File: config.mk
export PLATFORM = sky130hd
export DESIGN_NAME = mem_arbiter_flat
export DESIGN_NICKNAME = d
export VERILOG_FILES = /design/src/rtl/mem_arbiter_if.sv /design/src/rtl/mem_arbiter.sv /design/src/flat_wrapper.sv
export SDC_FILE = /design/constraint.sdc
export NUM_CORES = 1
export LEC_CHECK = 0
export BUFFER_PORTS_ARGS = -buffer_cell sky130_fd_sc_hd__buf_2
export CORE_AREA = 2 2 152 154
export DETAILED_ROUTE_END_ITERATION = 7
export DIE_AREA = 0 0 154 156
export PLACE_DENSITY_LB_ADDON = 0.12
export SETUP_SLACK_MARGIN = 0.1
export SLEW_MARGIN = 20
export SYNTH_ARGS = -nofsm -noshare
export SYNTH_HDL_FRONTEND = slang
export SYNTH_SLANG_ARGS = --single-unit
File: constraint.sdc
create_clock -name clk -period 2.1 [get_ports clk]
set_input_delay 0.21 -clock clk [delete_from_list [all_inputs] [get_ports clk]]
set_output_delay 0.21 -clock clk [all_outputs]
set_load 0.01 [all_outputs]
File: src/rtl/mem_arbiter_if.sv
`default_nettype none
// ============================================================================
// Module   : mem_arbiter_if
// Purpose  : Bundle of the two requester ports and the memory-side bus of
//            mem_arbiter.
// Ports    : req/we/addr/wdata per requester (in to arbiter),
//            ack/rdata per requester (out of arbiter),
//            mem_rd_en/mem_wr_en/mem_addr/mem_data (out to memory),
//            mem_data_i/mem_ack_i (in from memory).
// Modports : slave  - the arbiter itself
//            master - the environment (requesters + memory)
// Revision : 1.0 - initial release
// ============================================================================
interface mem_arbiter_if #(
  parameter int ADDR_WIDTH = 32,
  parameter int DATA_WIDTH = 32
);
  logic                  req0_i;
  logic                  req1_i;
  logic                  we0_i;
  logic                  we1_i;
  logic [ADDR_WIDTH-1:0] addr0_i;
  logic [ADDR_WIDTH-1:0] addr1_i;
  logic [DATA_WIDTH-1:0] wdata0_i;
  logic [DATA_WIDTH-1:0] wdata1_i;
  logic                  ack0_o;
  logic                  ack1_o;
  logic [DATA_WIDTH-1:0] rdata0_o;
  logic [DATA_WIDTH-1:0] rdata1_o;
  logic                  mem_rd_en_o;
  logic                  mem_wr_en_o;
  logic [ADDR_WIDTH-1:0] mem_addr_o;
  logic [DATA_WIDTH-1:0] mem_data_o;
  logic [DATA_WIDTH-1:0] mem_data_i;
  logic                  mem_ack_i;

  modport slave (
    input  req0_i, req1_i, we0_i, we1_i, addr0_i, addr1_i, wdata0_i, wdata1_i,
    input  mem_data_i, mem_ack_i,
    output ack0_o, ack1_o, rdata0_o, rdata1_o,
    output mem_rd_en_o, mem_wr_en_o, mem_addr_o, mem_data_o
  );

  modport master (
    output req0_i, req1_i, we0_i, we1_i, addr0_i, addr1_i, wdata0_i, wdata1_i,
    output mem_data_i, mem_ack_i,
    input  ack0_o, ack1_o, rdata0_o, rdata1_o,
    input  mem_rd_en_o, mem_wr_en_o, mem_addr_o, mem_data_o
  );
endinterface
`default_nettype wire

File: src/rtl/mem_arbiter.sv
`default_nettype none
// ============================================================================
// Module   : mem_arbiter
// Purpose  : Two-port arbiter sharing one memory. Transactions are serialised
//            through IDLE -> ISSUE -> WAIT; exactly one memory enable pulse is
//            issued per transaction and a one-cycle ack (with read data) is
//            returned to the granted requester. All outputs are registered.
// Ports    : clk   - system clock, rising edge
//            rst_n - synchronous active-low reset
//            bus   - mem_arbiter_if.slave (requester ports + memory bus)
// Config   : MEM_ARB_ROUND_ROBIN_EN defined -> ties go to the port that did
//            not win last; undefined -> fixed priority, port 0 wins ties.
// Revision : 1.0 - initial release
// ============================================================================
module mem_arbiter #(
  parameter int ADDR_WIDTH = 32,
  parameter int DATA_WIDTH = 32
) (
  input  wire logic        clk,
  input  wire logic        rst_n,
  mem_arbiter_if.slave     bus
);

  typedef enum logic [1:0] {
    S_IDLE  = 2'd0,
    S_ISSUE = 2'd1,
    S_WAIT  = 2'd2
  } state_t;

  state_t                r_state;
  state_t                w_state_nxt;

  logic                  r_grant;
  logic                  r_last_grant;
  logic                  r_we;
  logic [ADDR_WIDTH-1:0] r_addr;
  logic [DATA_WIDTH-1:0] r_wdata;
  logic                  r_rd_en;
  logic                  r_wr_en;
  logic                  r_ack0;
  logic                  r_ack1;
  logic [DATA_WIDTH-1:0] r_rdata0;
  logic [DATA_WIDTH-1:0] r_rdata1;

  logic                  w_elig0;
  logic                  w_elig1;
  logic                  w_start;
  logic                  w_tie_win;
  logic                  w_win;

  // --------------------------------------------------------------------------
  // Next-state and arbitration
  // --------------------------------------------------------------------------
  always_comb begin
    w_state_nxt = r_state;
    w_elig0     = bus.req0_i & ~r_ack0;
    w_elig1     = bus.req1_i & ~r_ack1;
    w_start     = 1'b0;
`ifdef MEM_ARB_ROUND_ROBIN_EN
    w_tie_win   = ~r_last_grant;
`else
    // last_grant is tracked but never steers a fixed-priority tie.
    w_tie_win   = r_last_grant & 1'b0;
`endif
    // A lone requester always wins; only a tie consults the policy.
    w_win       = (w_elig0 & w_elig1) ? w_tie_win : w_elig1;

    case (r_state)
      S_IDLE: begin
        // The cycle in which an ack is visible closes the previous
        // transaction; no new grant starts in it, which keeps back-to-back
        // traffic at one transaction per four cycles.
        w_start = (w_elig0 | w_elig1) & ~(r_ack0 | r_ack1);
        if (w_start) begin
          w_state_nxt = S_ISSUE;
        end
      end
      S_ISSUE: w_state_nxt = S_WAIT;
      S_WAIT: begin
        if (bus.mem_ack_i) begin
          w_state_nxt = S_IDLE;
        end
      end
      default: w_state_nxt = S_IDLE;
    endcase
  end

  // --------------------------------------------------------------------------
  // State register
  // --------------------------------------------------------------------------
  always_ff @(posedge clk) begin
    if (!rst_n) begin
      r_state <= S_IDLE;
    end else begin
      r_state <= w_state_nxt;
    end
  end

  // --------------------------------------------------------------------------
  // Datapath and registered outputs
  // --------------------------------------------------------------------------
  always_ff @(posedge clk) begin
    if (!rst_n) begin
      r_grant      <= 1'b0;
      r_last_grant <= 1'b1;
      r_we         <= 1'b0;
      r_addr       <= '0;
      r_wdata      <= '0;
      r_rd_en      <= 1'b0;
      r_wr_en      <= 1'b0;
      r_ack0       <= 1'b0;
      r_ack1       <= 1'b0;
      r_rdata0     <= '0;
      r_rdata1     <= '0;
    end else begin
      // Enables and acks are single-cycle pulses.
      r_rd_en <= 1'b0;
      r_wr_en <= 1'b0;
      r_ack0  <= 1'b0;
      r_ack1  <= 1'b0;

      case (r_state)
        S_IDLE: begin
          if (w_start) begin
            r_grant <= w_win;
            r_we    <= w_win ? bus.we1_i    : bus.we0_i;
            r_addr  <= w_win ? bus.addr1_i  : bus.addr0_i;
            r_wdata <= w_win ? bus.wdata1_i : bus.wdata0_i;
            // Registered here so the enable is high exactly in ISSUE.
            r_rd_en <= w_win ? ~bus.we1_i : ~bus.we0_i;
            r_wr_en <= w_win ?  bus.we1_i :  bus.we0_i;
          end
        end
        S_WAIT: begin
          if (bus.mem_ack_i) begin
            if (!r_we) begin
              if (r_grant) r_rdata1 <= bus.mem_data_i;
              else         r_rdata0 <= bus.mem_data_i;
            end
            if (r_grant) r_ack1 <= 1'b1;
            else         r_ack0 <= 1'b1;
            r_last_grant <= r_grant;
          end
        end
        default: ;
      endcase
    end
  end

  assign bus.mem_rd_en_o = r_rd_en;
  assign bus.mem_wr_en_o = r_wr_en;
  assign bus.mem_addr_o  = r_addr;
  assign bus.mem_data_o  = r_wdata;
  assign bus.ack0_o      = r_ack0;
  assign bus.ack1_o      = r_ack1;
  assign bus.rdata0_o    = r_rdata0;
  assign bus.rdata1_o    = r_rdata1;

endmodule
`default_nettype wire

File: src/flat_wrapper.sv
// flat-port wrapper written by rule: the top's interface ports become plain ports
module mem_arbiter_flat 
#(
  parameter int ADDR_WIDTH = 32,
  parameter int DATA_WIDTH = 32
)
  (clk, rst_n, bus_req0_i, bus_req1_i, bus_we0_i, bus_we1_i, bus_addr0_i, bus_addr1_i, bus_wdata0_i, bus_wdata1_i, bus_mem_data_i, bus_mem_ack_i, bus_ack0_o, bus_ack1_o, bus_rdata0_o, bus_rdata1_o, bus_mem_rd_en_o, bus_mem_wr_en_o, bus_mem_addr_o, bus_mem_data_o);
  mem_arbiter_if #(.ADDR_WIDTH(ADDR_WIDTH), .DATA_WIDTH(DATA_WIDTH)) bus_i ();
  input  wire logic clk;
  input  wire logic rst_n;
  input wire logic [$bits(bus_i.req0_i)-1:0] bus_req0_i;
  input wire logic [$bits(bus_i.req1_i)-1:0] bus_req1_i;
  input wire logic [$bits(bus_i.we0_i)-1:0] bus_we0_i;
  input wire logic [$bits(bus_i.we1_i)-1:0] bus_we1_i;
  input wire logic [$bits(bus_i.addr0_i)-1:0] bus_addr0_i;
  input wire logic [$bits(bus_i.addr1_i)-1:0] bus_addr1_i;
  input wire logic [$bits(bus_i.wdata0_i)-1:0] bus_wdata0_i;
  input wire logic [$bits(bus_i.wdata1_i)-1:0] bus_wdata1_i;
  input wire logic [$bits(bus_i.mem_data_i)-1:0] bus_mem_data_i;
  input wire logic [$bits(bus_i.mem_ack_i)-1:0] bus_mem_ack_i;
  output wire logic [$bits(bus_i.ack0_o)-1:0] bus_ack0_o;
  output wire logic [$bits(bus_i.ack1_o)-1:0] bus_ack1_o;
  output wire logic [$bits(bus_i.rdata0_o)-1:0] bus_rdata0_o;
  output wire logic [$bits(bus_i.rdata1_o)-1:0] bus_rdata1_o;
  output wire logic [$bits(bus_i.mem_rd_en_o)-1:0] bus_mem_rd_en_o;
  output wire logic [$bits(bus_i.mem_wr_en_o)-1:0] bus_mem_wr_en_o;
  output wire logic [$bits(bus_i.mem_addr_o)-1:0] bus_mem_addr_o;
  output wire logic [$bits(bus_i.mem_data_o)-1:0] bus_mem_data_o;
  assign bus_i.req0_i = bus_req0_i;
  assign bus_i.req1_i = bus_req1_i;
  assign bus_i.we0_i = bus_we0_i;
  assign bus_i.we1_i = bus_we1_i;
  assign bus_i.addr0_i = bus_addr0_i;
  assign bus_i.addr1_i = bus_addr1_i;
  assign bus_i.wdata0_i = bus_wdata0_i;
  assign bus_i.wdata1_i = bus_wdata1_i;
  assign bus_i.mem_data_i = bus_mem_data_i;
  assign bus_i.mem_ack_i = bus_mem_ack_i;
  assign bus_ack0_o = bus_i.ack0_o;
  assign bus_ack1_o = bus_i.ack1_o;
  assign bus_rdata0_o = bus_i.rdata0_o;
  assign bus_rdata1_o = bus_i.rdata1_o;
  assign bus_mem_rd_en_o = bus_i.mem_rd_en_o;
  assign bus_mem_wr_en_o = bus_i.mem_wr_en_o;
  assign bus_mem_addr_o = bus_i.mem_addr_o;
  assign bus_mem_data_o = bus_i.mem_data_o;
  mem_arbiter #(.ADDR_WIDTH(ADDR_WIDTH), .DATA_WIDTH(DATA_WIDTH)) u_core (.clk(clk), .rst_n(rst_n), .bus(bus_i));
endmodule
---- Word level (Yosys, flattened, before mapping) ----
Index checks and enable logic that the tools add are counted.
word-level totals
  logic and storage cells ................. 46
  register bits after elaboration ......... 136
  memories kept ........................... 0
  memory bits (read-only) ................. 0
  output and inout bits ................... 132
  memory bits (writable) .................. 0
  bits of input ports ..................... 167
  bits in latches ......................... 0
operators by class
  reductions and logical operators ........ 7
  divide/modulo/power cells ............... 0
  mux-type cells .......................... 11
  bitwise operators ....................... 13
  multipliers ............................. 0
  shift operators ......................... 0
  eq/ne operators ......................... 4
  add/subtract/negate cells ............... 0
  magnitude comparators ................... 0
operators with widths
  operator              number
  $mux W32              2
  $reduce_and A4 Y1     2
  $not A1 Y1            7
  $mux W1               6
  $pmux W2 S3           1
  $reduce_and A3 Y1     2
  $and A1 B1 Y1         4
  $mux W2               2
  $reduce_and A2 Y1     2
  $eq A2 B1 Y1 const B  1
  $eq A2 B2 Y1 const B  1
  $logic_not A2 Y1      1
  $ne A2 B1 Y1 const B  1
  $ne A2 B2 Y1 const B  1
  $or A1 B1 Y1          2

---- Logic depth before layout (Yosys ltp) ----
  depth after elaboration ................. 6
  mapped depth ............................ 6
  mapped depth without buffers ............ 3

---- Least setup slack after synthesis ----
No wires, ideal clock.
  kind .................................... reg2reg
  start ................................... reg u_core.r_ack0 (netlist: u_core.bus.ack0_o)
  end ..................................... reg u_core.r_addr[10] (netlist: u_core.bus.mem_addr_o[10])
  data required time ...................... 2011 ps
  stages on the path, launching flop included .. 6
  period minus slack after synthesis ...... 1543 ps
  path slack .............................. 557 ps
  buffers on the path ..................... 2
  arrival time ............................ 1455 ps
  setup time .............................. 89 ps
  path through ............................ dfxtp_1 -> nor2b_2 -> buf_6 -> buf_6 -> or3b_2 -> a311oi_2
on the way
  longest elaborated chain between the ends .. 6
  elaborated cells between the ends (all ways) .. 11
  classes of those cells .................. mux: 3; bitwise: 7; reduce/logical: 1
ends and longest elaborated chain
  item                         RTL line            text
  start: declaration           mem_arbiter.sv:40   logic r_ack0;
  start signal: assignment     mem_arbiter.sv:111  r_ack0 <= 1'b0;
  start signal: assignment     mem_arbiter.sv:119  r_ack0 <= 1'b0;
  start signal: assignment     mem_arbiter.sv:141  else r_ack0 <= 1'b1;
  $not A1 Y1                   mem_arbiter.sv:56   w_elig0 = bus.req0_i & ~r_ack0;
  $and A1 B1 Y1                mem_arbiter.sv:56
  $or A1 B1 Y1                 mem_arbiter.sv:73   w_start = (w_elig0 | w_elig1) & ~(r_ack0 | r_ack1);
  $and A1 B1 Y1                mem_arbiter.sv:73
  $mux W1                      mem_arbiter.sv:68   case (r_state)
  $reduce_and A2 Y1 (no line)  -
  end signal: assignment       mem_arbiter.sv:127  r_addr <= w_win ? bus.addr1_i : bus.addr0_i;
  end: declaration             mem_arbiter.sv:36   logic [ADDR_WIDTH-1:0] r_addr;
Several ways; a longest one is shown, not always the timed one.
A chain may end at the register's enable or synchronous reset.

---- Worst setup path in the final report ----
  start ................................... reg u_core.r_state[1]
  end ..................................... reg u_core.r_addr[13] (netlist: u_core.bus.mem_addr_o[13])
on the way
  longest elaborated chain between the ends .. 3
ends and longest elaborated chain
  item                             RTL line                               text
  start: declaration               mem_arbiter.sv:30                      state_t r_state;
  start signal: assignment         mem_arbiter.sv:95                      r_state <= w_state_nxt;
  $logic_not A2 Y1 (*)             mem_arbiter.sv:68, mem_arbiter.sv:122
  $mux W1                          mem_arbiter.sv:68
  $reduce_and A2 Y1 (no line) (*)  -
Mark *: on every way between the ends. The rest lies on a longest branch, timed or not.

==> impl_metrics.csv <==
group,metric,value,unit
pwr,p_per_area,837,nW/um^2
yosys,avgSynthCellArea,8.76,sq um
sta,finalCritPeriodShare,86.0,%
setup_path,slowest_stage,"nor4_4",
detailed_routing,viasPerCell,5.12,
sta,relSlewSlack,50.0,%
setup_path,path_max_fanout,65,
cells_and_area,fin_util,38.0,%
yosys,syn-instance-count,701,
cts,cts_buffer_depth,2,
pwr,p_leak,3.51,nW
global_routing,antenna_found_initial,4,
setup_path,worstSetupPathType,"reg2reg",
status,status,"completed",
floorplan,dieHeight,156,um
detailed_routing,num_vias,6406,
sta,hold_viol_final,0,
detailed_routing,postRouteAntennaNets,0,
worst_hold_path,min_path_cells,3,
yosys,synth_area,6140,sq um
yosys,syn_nets,868,
cells_and_area,final_common_cell,"buf_2",
setup_path,r2r_end,"u_core.bus.mem_addr_o[13]",
sta,setup_viol,0,
floorplan,core,22400,sq um
worst_hold_path,hold_end,"u_core.bus.mem_data_o[4]",
cells_and_area,synthToLayoutAreaGrowth,38.3,%
setup_path,regToRegStartpoint,"u_core.r_state[1]",
yosys,yosysUniqueCellTypes,28,
cts,cts_sinks,136,
sta,rsz0062_at_grt,"no",
floorplan,die_w,154,um
pwr,vdd_drop_max,0.367,mV
setup_path,cp_slowest_stage_delay,0.49,ns
sta,clock.fmax,554,MHz
cts,ctsResizeCount,0,
global_routing,grt_pass1_vias,6180,
yosys,yosys_warnings,0,
cts,cts_tree,"done",
setup_path,cp.required,2.37,ns
setup_path,worst_setup_path_start_kind,"flip-flop",
setup_path,r2r_setup_slack,0.29,ns
yosys,ys_seq_area_share,44.4,%
placement,gp_congestion,0.744,
global_routing,grt_use_total,18.1,%
sta,fin_worst_skew,0.00882,ns
detailed_routing,route.detailed.drc,0,
setup_path,rr_worst_depth,4,
detailed_routing,drt-total-wl,22200,um
global_routing,grt_max_degree,67,
cts,clock_latency,0.42,ns
cts,post_cts_buffers,0,
cts,path_clk_slew,0.07,ns
sta,slew_violations,0,
sta,tightest_slew,0.748,ns
setup_path,path_cells,"nor4_4 > and2_2 > buf_12 > a311oi_2",
floorplan,start_util,27.4,%
detailed_routing,post_drt_wl_per_cell,17.7,um
yosys,synth_seq_cells,136,
floorplan,num_io_pins,299,
cts,root_buffer,"clkbuf_16",
cells_and_area,layout-drive-gt1-share,41.4,%
sta,fin_crit,1.81,ns
placement,io_buffers,298,
floorplan,die-area,24000,sq um
pwr,power,7.10,mW
sta,tns,0,ns
global_routing,grt_pass1_wl,34600,um
cts,holdBufCountCts,0,
cts,cts_buffers,17,
cts,h-tree-depth,4,
setup_path,worstPathArrival,2.08,ns
placement,dpl.cell_count,1216,
detailed_routing,initialDrtViolationCount,341,
cells_and_area,fin_nets,1117,
placement,dp_hpwl,14700,um
worst_hold_path,hold_path.class,"in2reg",
job,cap_violations,0,
worst_hold_path,hold_path.startpoint,"bus_wdata0_i[4]",
floorplan,rows,55,
cells_and_area,final_cell_mix,"298 x buf_2, 135 x dfxtp_1, 130 x a21oi_1",
setup_path,endpoint_kind,"flip-flop",
detailed_routing,first_pass_iters,4,
global_routing,overflow,0,
cells_and_area,fin_cells,1251,
## stage by stage
step / worst slack [ns] / hold WS, ns / area [sq um]
after floorplan: 0.557 / 0.328 / 6140
after global placement: 0.332 / 0.460 / 7930
after detailed placement: 0.314 / 0.464 / 7930
after CTS: 0.301 / 0.0392 / 8480
after global routing: 0.155 / 0.0564 / 8490
final: 0.294 / 0.0597 / 8490
## metal layers
metal	vias to the layer above	wire length (um)	GRT usage, %
met3	38	1920	6.58
met2	234	10000	28.0
met4	2	624	7.88
met1	2987	9570	22.7
li1	3145	-	-
met5	-	13	0
## worst max-delay path by stage
stage,start,to,depth (start not counted)
6_report,u_core.r_state[1],u_core.bus.mem_addr_o[13],4
5_1_grt,u_core.bus.ack0_o,u_core.bus.mem_data_o[31],4
4_1_cts,u_core.bus.ack1_o,u_core.bus.mem_addr_o[13],4
3_5_place_dp,u_core.bus.ack1_o,u_core.bus.mem_addr_o[13],4
3_3_place_gp,u_core.r_state[1],u_core.bus.mem_addr_o[16],4
2_1_floorplan,u_core.bus.ack0_o,u_core.bus.mem_addr_o[10],5
## worst max-delay path, delay by kind of cell, from the launching register on
kind                   cells  cell delay [ns]
and+or+nand+nor            2             0.75
DFF                        1             0.38
buffers and inverters      1             0.28
AOI/OAI and AO/OA          1             0.16
## cells by family (layout without fill, tap and decap cells)
logic type	Yosys count	count (layout)	share of synthesized area (%)
AOI/OAI and AO/OA	326	326	32.1
other	0	3	0
buffers and inverters	94	356	6.95
DFF	136	136	44.4
and+or+nand+nor	144	144	16.5
muxes	1	1	0.163
## state kept, by name (all words and copies together), names as in the netlist
register	flops
u_core.bus.ack1_o	1
u_core.r_we	1
u_core.bus.rdata0_o	32
u_core.r_state	2
u_core.bus.mem_addr_o	32
u_core.bus.mem_data_o	32
u_core.bus.ack0_o	1
u_core.bus.mem_wr_en_o	1
u_core.bus.mem_rd_en_o	1
u_core.bus.rdata1_o	32
u_core.r_grant	1
## synth_stat cells, drive strengths merged
library cell | count | area share (%)
clkbuf | 65 | 4.0
o21ai | 129 | 11
buf | 27 | 2.8
dfxtp | 136 | 44
or3b | 65 | 9.3
a311oi | 65 | 11
mux2i | 1 | 0.16
nand3 | 64 | 5.2
and3 | 2 | 0.20
and2 | 1 | 0.10
o21a | 1 | 0.12
or2 | 1 | 0.10
nor3b | 1 | 0.12
a21boi | 1 | 0.12
nor2 | 4 | 0.24
nor4 | 1 | 0.35
nor2b | 1 | 0.14
nand2b | 1 | 0.22
nand4b | 1 | 0.14
a21oi | 130 | 11
inv | 2 | 0.12
nand4bb | 1 | 0.18
nor4bb | 1 | 0.16
## area by class of cell
cell class	count	area (sq um)
Clock inverter	14	125
Sequential cell	136	2720
Multi-Input combinational cell	471	3020
Antenna cell	3	7.51
Inverter	2	10.0
Timing Repair Buffer	322	1820
Fill cell	2342	13900
Clock buffer	18	429
Tap cell	285	357
## where the power goes
group / internal (mW) / switching (mW)
logic: 0.571 / 0.764
registers: 2.77 / 0.107
clock network: 1.64 / 1.25
Note: power is estimated with default switching activity, not from simulation.
